`src/rtl/multicycle_pkg.sv`:
```
// multicycle_pkg: states, opcode constants and datapath select encodings
package multicycle_pkg;
  typedef enum logic [2:0] {S_FETCH, S_DECODE, S_EXEC, S_MEM, S_WB, S_HALT} state_t;
  localparam logic [6:0] OP_R     = 7'b0110011;
  localparam logic [6:0] OP_I     = 7'b0010011;
  localparam logic [6:0] OP_LOAD  = 7'b0000011;
  localparam logic [6:0] OP_STORE = 7'b0100011;
  localparam logic [6:0] OP_BR    = 7'b1100011;
  localparam logic [6:0] OP_JAL   = 7'b1101111;
  localparam logic [6:0] OP_JALR  = 7'b1100111;
  localparam logic [6:0] OP_LUI   = 7'b0110111;
  localparam logic [6:0] OP_AUIPC = 7'b0010111;
  localparam logic [2:0] ALU_ADD   = 3'b000;
  localparam logic [2:0] ALU_R     = 3'b001;
  localparam logic [2:0] ALU_I     = 3'b010;
  localparam logic [2:0] ALU_BR    = 3'b011;
  localparam logic [2:0] ALU_PASSB = 3'b100;
  localparam logic [1:0] WB_ALU = 2'd0;
  localparam logic [1:0] WB_MEM = 2'd1;
  localparam logic [1:0] WB_PC4 = 2'd2;
  function automatic logic op_legal(input logic [6:0] op);
    return op inside {OP_R, OP_I, OP_LOAD, OP_STORE, OP_BR, OP_JAL, OP_JALR, OP_LUI, OP_AUIPC};
  endfunction
endpackage

```
`src/rtl/mc_branch_eval.sv`:
```
// mc_branch_eval: branch outcome, unsigned-compare select and illegal funct3 detect
module mc_branch_eval (
  input  logic [2:0] funct3,
  input  logic       br_eq,
  input  logic       br_lt,
  output logic       taken,
  output logic       br_un,
  output logic       illegal
);
  assign illegal = funct3[2:1] == 2'b01;
  assign br_un = funct3[2:1] == 2'b11;
  assign taken = funct3[2] ? (br_lt ^ funct3[0]) : (br_eq ^ funct3[0]);
endmodule

```
`src/rtl/multicycle_ctrl.sv`:
```
// multicycle_ctrl: multicycle RV32I control FSM with ready-wait timeout; perf counters under MULTICYCLE_CTRL_PERF_EN
module multicycle_ctrl
  import multicycle_pkg::*;
#(
  parameter int CNT_W = 32,
  parameter int WAIT_MAX = 255
) (
  input  logic             clk,
  input  logic             rst,
  input  logic [6:0]       opcode,
  input  logic [2:0]       funct3,
  input  logic             brEq,
  input  logic             brLt,
  output logic             imem_req,
  input  logic             imem_ready,
  input  logic             dmem_ready,
  output logic             pc_write,
  output logic             ir_write,
  output logic             regWrite,
  output logic             memRead,
  output logic             memWrite,
  output logic             ALUSrc1,
  output logic             ALUSrc2,
  output logic             PCSel,
  output logic             brUn,
  output logic [1:0]       memtoReg,
  output logic [2:0]       ALUOp,
  output logic             halted,
  output logic             timeout,
  output logic [CNT_W-1:0] cycle_cnt,
  output logic [CNT_W-1:0] retire_cnt
);
  localparam int WW = WAIT_MAX > 1 ? $clog2(WAIT_MAX + 1) : 1;
  state_t state, nxt;
  logic [6:0] op_q;
  logic [2:0] f3_q;
  logic [WW-1:0] wait_cnt;
  logic to_q, to_set, wait_exp, br_taken, br_un, br_ill;
  logic is_r, is_i, is_ld, is_st, is_br, is_jal, is_jalr, is_lui, is_auipc;
  assign is_r = op_q == OP_R;
  assign is_i = op_q == OP_I;
  assign is_ld = op_q == OP_LOAD;
  assign is_st = op_q == OP_STORE;
  assign is_br = op_q == OP_BR;
  assign is_jal = op_q == OP_JAL;
  assign is_jalr = op_q == OP_JALR;
  assign is_lui = op_q == OP_LUI;
  assign is_auipc = op_q == OP_AUIPC;
  assign wait_exp = (WAIT_MAX != 0) && (wait_cnt == WW'(WAIT_MAX - 1));
  mc_branch_eval u_br (
    .funct3 (f3_q),
    .br_eq  (brEq),
    .br_lt  (brLt),
    .taken  (br_taken),
    .br_un  (br_un),
    .illegal(br_ill)
  );
  // state, instruction fields captured in DECODE, per-state wait counter, sticky timeout
  always_ff @(posedge clk) begin
    if (!rst) begin
      state <= S_FETCH;
      op_q <= '0;
      f3_q <= '0;
      wait_cnt <= '0;
      to_q <= 1'b0;
    end else begin
      state <= nxt;
      if (state == S_DECODE) begin
        op_q <= opcode;
        f3_q <= funct3;
      end
      wait_cnt <= (nxt != state) ? '0 : wait_cnt + 1'b1;
      to_q <= to_q | to_set;
    end
  end
  // next state and Moore strobes; a low rst forces every strobe to 0 immediately
  always_comb begin
    nxt = state;
    to_set = 1'b0;
    imem_req = 1'b0;
    ir_write = 1'b0;
    pc_write = 1'b0;
    regWrite = 1'b0;
    memRead = 1'b0;
    memWrite = 1'b0;
    ALUSrc1 = 1'b0;
    ALUSrc2 = 1'b0;
    PCSel = 1'b0;
    brUn = 1'b0;
    memtoReg = WB_ALU;
    ALUOp = ALU_ADD;
    halted = 1'b0;
    timeout = 1'b0;
    if (rst) begin
      case (state)
        S_FETCH: begin
          imem_req = 1'b1;
          ir_write = imem_ready;
          to_set = !imem_ready && wait_exp;
          nxt = imem_ready ? S_DECODE : to_set ? S_HALT : S_FETCH;
        end
        S_DECODE: nxt = op_legal(opcode) ? S_EXEC : S_HALT;
        S_EXEC: begin
          ALUOp = is_r ? ALU_R : is_i ? ALU_I : is_br ? ALU_BR : is_lui ? ALU_PASSB : ALU_ADD;
          ALUSrc1 = is_auipc | is_jal | is_br;
          ALUSrc2 = !is_r;
          brUn = is_br & br_un;
          pc_write = is_br & !br_ill;
          PCSel = is_br & br_taken & !br_ill;
          nxt = is_br ? (br_ill ? S_HALT : S_FETCH) : (is_ld | is_st) ? S_MEM : S_WB;
        end
        S_MEM: begin
          memRead = is_ld;
          memWrite = is_st;
          pc_write = is_st & dmem_ready;
          to_set = !dmem_ready && wait_exp;
          nxt = dmem_ready ? (is_st ? S_FETCH : S_WB) : to_set ? S_HALT : S_MEM;
        end
        S_WB: begin
          regWrite = 1'b1;
          pc_write = 1'b1;
          memtoReg = is_ld ? WB_MEM : (is_jal | is_jalr) ? WB_PC4 : WB_ALU;
          PCSel = is_jal | is_jalr;
          nxt = S_FETCH;
        end
        default: begin
          halted = 1'b1;
          timeout = to_q;
        end
      endcase
    end
  end
`ifdef MULTICYCLE_CTRL_PERF_EN
  // active-cycle and retired-instruction counters, wrapping at 2^CNT_W
  always_ff @(posedge clk) begin
    if (!rst) begin
      cycle_cnt <= '0;
      retire_cnt <= '0;
    end else begin
      if (state != S_HALT) cycle_cnt <= cycle_cnt + 1'b1;
      if (pc_write) retire_cnt <= retire_cnt + 1'b1;
    end
  end
`else
  assign cycle_cnt = '0;
  assign retire_cnt = '0;
`endif
endmodule

```
`config.mk`:
```
export PLATFORM = sky130hd
export DESIGN_NAME = multicycle_ctrl
export DESIGN_NICKNAME = d
export VERILOG_FILES = /design/src/rtl/multicycle_pkg.sv /design/src/rtl/mc_branch_eval.sv /design/src/rtl/multicycle_ctrl.sv
export SDC_FILE = /design/constraint.sdc
export NUM_CORES = 1
export LEC_CHECK = 0
export ABC_CLOCK_PERIOD_IN_PS = 2200
export CAP_MARGIN = 15
export CORE_MARGIN = 5
export CORE_UTILIZATION = 40
export CTS_CLUSTER_SIZE = 30
export DETAILED_ROUTE_END_ITERATION = 16
export PLACE_DENSITY = 0.81
export SLEW_MARGIN = 25
export SYNTH_ARGS = -nofsm -noshare
export SYNTH_HDL_FRONTEND = slang
export SYNTH_SLANG_ARGS = --single-unit
```
`constraint.sdc`:
```
create_clock -name clk -period 2.2 [get_ports clk]
set_input_delay 0.44 -clock clk [delete_from_list [all_inputs] [get_ports clk]]
set_output_delay 0.44 -clock clk [all_outputs]
set_load 0.05 [all_outputs]
```
==> summary.md <==
| Metric | Value |
|---|---|
| Floorplan Core Area | `0.00444 sq mm` |
| Minimum setup slack after placement | `-0.0264 ns` |
| Worst hold-check path type | `register to register` |
| Worst-case vdd ir drop | `0.244 mV` |
| Antenna violations before repair | `0` |
| Kind of critical path | `input port to output port` |
| Port bufs | `32` |
| Biggest area consumer among synthesized cells | `buf_4` |
| Overflow left after global routing | `0` |
| Synth Flop Type | `dfxtp_1` |
| Yosys warns | `0` |
| Data arrival time of the critical path | `1.75 ns` |
| Pre-antenna DRT Iters | `4` |
| Final worst-path setup slack | `0.00774 ns` |
| Max-cap check violation count | `0` |
| RSZ-0062 raised after global routing | `yes` |
| Overall power | `1.41 mW` |
| Worst setup skew after layout | `0.00133 ns` |
| Achievable Freq | `0.456 GHz` |
| Count of cells along the worst hold path | `1` |
| Total die area | `0.00611 sq mm` |
| Pins Over Slew Limit | `0` |
| Crit share post-route | `99.6%` |
| Routability-driven placement congestion ratio | `0.908` |
| Flip-flop and latch count after synthesis | `22` |
| Mean routed wirelength per cell | `14.2 microns` |
| Proportion of netlist area held by the largest area contributor | `27.1%` |
| Num Clock Sinks | `22` |
| Netlist area before placement | `0.00186 sq mm` |
| PD cells | `574 mW/mm^2` |
| Number of inserted filler cells in the final layout | `382` |
| Initial core utilization | `41.8%` |
| Clock-pin transition on the worst setup and hold timing paths | `0.08 ns` |
| Worst Setup Start Kind | `input port` |
| Biggest area contributors in the synthesized netlist | `buf_4 27%, dfxtp_1 24%, nor2_1 6.7%, mux2i_1 5.4%, nand3_1 3.0%` |
| Post-synth EDFFs | `0` |
| Die Span X | `78.2 microns` |
| First-pass GRT wire length | `7220 microns` |
| Most frequent cell after synthesis | `buf_4` |
| Critical Path Sink Type | `output port` |
| Crit Path Max Fanout | `6` |
| Max incr delay on CP | `0.51 ns` |
| Fraction of final layout cells sized beyond drive strength 1 | `23.2%` |
| Half-perimeter wire length after placement | `3660 microns` |
| Number of antenna cells inserted | `0` |
| CTS Buffer Depth | `2` |
| Min Clock Period, post-route | `2.19 ns` |
| Post-Place Cell Area | `0.00228 sq mm` |
| First-iteration detailed-routing DRC count | `107` |
| Via count normalized by instance count | `4.96` |
| Number of non-filler instances in the completed layout | `336` |
| Final setup vio count | `0` |
| Proportion of register bits with asynchronous set or reset after synthesis | `0%` |
| Run status | `finished clean` |
| Total number of nets in the final design | `304` |
| Mean instance size in the synthesized netlist | `7.81 sq um` |
| R2r worst-path depth | `6` |
| Number of H-tree levels | `1` |
| Number of remaining DRC errors | `0` |
| Sequential element share of the synthesized area | `23.7%` |
| Area growth from synthesis to layout | `32.0%` |
| Pin count of the biggest net entering global routing | `16` |
| CTS tree | `done` |
| Site row count | `24` |
| Number of standard cells after synthesis | `238` |
| List of most frequent post-synthesis cells | `67 x buf_4, 33 x nor2_1, 22 x dfxtp_1` |
| Number of distinct library cell variants in the gate-level netlist after synthesis | `46` |
| Number of global-route vias before repair | `1556` |
| Design Area, Final | `0.00245 sq mm` |
| Routed Wire Length | `4780 microns` |
| Clock Latency Late Sink | `0.26 ns` |
| Final total negative setup slack | `0 ns` |
| Final hold violation count | `0` |
| Hold buffers post-CTS | `0` |
| CTS Buf Count | `3` |
| Die extent in y | `78.2 microns` |
| Instance count after placement with tap cells included | `328` |
| Via Count | `1668` |
| Data required time of the critical path | `1.76 ns` |
| Leak | `1.04 nW` |
| I/O Pins | `97` |
| Crit-path slowest cell | `clkdlybuf4s50_1` |
| Root buffer selected by CTS | `clkbuf_8` |
| Total global routing track utilization | `14.4%` |
| Cells traversed along the worst timing path | `clkdlybuf4s50_1 -> buf_6 -> nand3_1 -> a21oi_1 -> buf_12` |
| Antenna viol nets, final | `0` |
==> per-stage QoR <==
stage | utilization, % | hold WS (ns)
final | 55.2 | 0.463
after global routing | 55.2 | 0.493
after CTS | 53.2 | 0.467
after detailed placement | 51.4 | 0.450
after global placement | 51.4 | 0.438
after floorplan | - | 0.430
==> timing repair <==
action,CTS,global route
setup buffers,0,5
setup endpoints to repair,4,11
gates resized for setup,7,12
pin swaps,1,7
endpoints found under the hold margin,0,0
==> metal layers <==
metal | GRT usage, % | wire (microns)
met4 | 10.1 | 252
met5 | 0 | 0
met3 | 1.72 | 411
met2 | 24.7 | 2240
met1 | 16.7 | 1880
==> report_power, final <==
group	switching [mW]	total [mW]	internal (mW)	leakage, nW
registers	0.0460	0.482	0.436	0.180
logic	0.474	0.675	0.201	0.835
clock network	0.130	0.252	0.122	0.0216
==> state kept, by name, summed over array words and instances (netlist names) <==
| name | flops |
|---|---|
| f3_q | 3 |
| to_q | 1 |
| state | 3 |
| wait_cnt | 8 |
| op_q | 7 |
==> cell families (layout without fill, tap and decap cells) <==
family                   Yosys count  count (layout)  synth area share (%)
flip-flops                        22              22                  23.7
multiplexers                      10              10                  5.38
buffers and inverters             80              63                  29.8
XOR/XNOR                           8               8                  3.77
adder cells (fa/ha/maj)            2               2                  1.35
other                              1              64                 0.202
AND/OR/NAND/NOR                   88              88                  24.6
AO/OA/AOI/OAI                     27              27                  11.2
==> critical path, delay by kind of cell <==
family	cells	cell delay, ns
buf+inv	3	0.83
compound gates	1	0.31
simple gates	1	0.16
==> layout make-up <==
| cell class | instances | area [sq um] | area share [%] |
|---|---|---|---|
| Clock buffer | 3 | 41.3 | 1.68 |
| Inverter | 8 | 31.3 | 1.27 |
| Multi-Input combinational cell | 199 | 1230 | 50.1 |
| Sequential cell | 22 | 443 | 18.0 |
| Tap cell | 52 | 65.1 | 2.65 |
| Timing Repair Buffer | 52 | 644 | 26.2 |
==> placed cells by master (no fill, tap or decap), types with 5 or more instances in the layout <==
| cell type | n |
|---|---|
| nand3_1 | 9 |
| mux2i_1 | 10 |
| buf_12 | 17 |
| conb_1 | 64 |
| buf_4 | 19 |
| nand2_1 | 8 |
| nor2_1 | 29 |
| inv_1 | 7 |
| clkdlybuf4s50_1 | 15 |
| a21oi_1 | 5 |
| dfxtp_1 | 20 |
==> path summary, 6_finish.rpt <==
check | startpoint | end | slack (ns)
max | rst | ALUOp[1] | 0.008
min | wait_cnt[0]$_SDFF_PP0_ | wait_cnt[0]$_SDFF_PP0_ | 0.46
max reg2reg | state[2]$_SDFF_PN0_ | wait_cnt[4]$_SDFF_PP0_ | 0.27
min reg2reg | wait_cnt[0]$_SDFF_PP0_ | wait_cnt[0]$_SDFF_PP0_ | 0.46
Note: power is estimated with default switching activity, not from simulation.
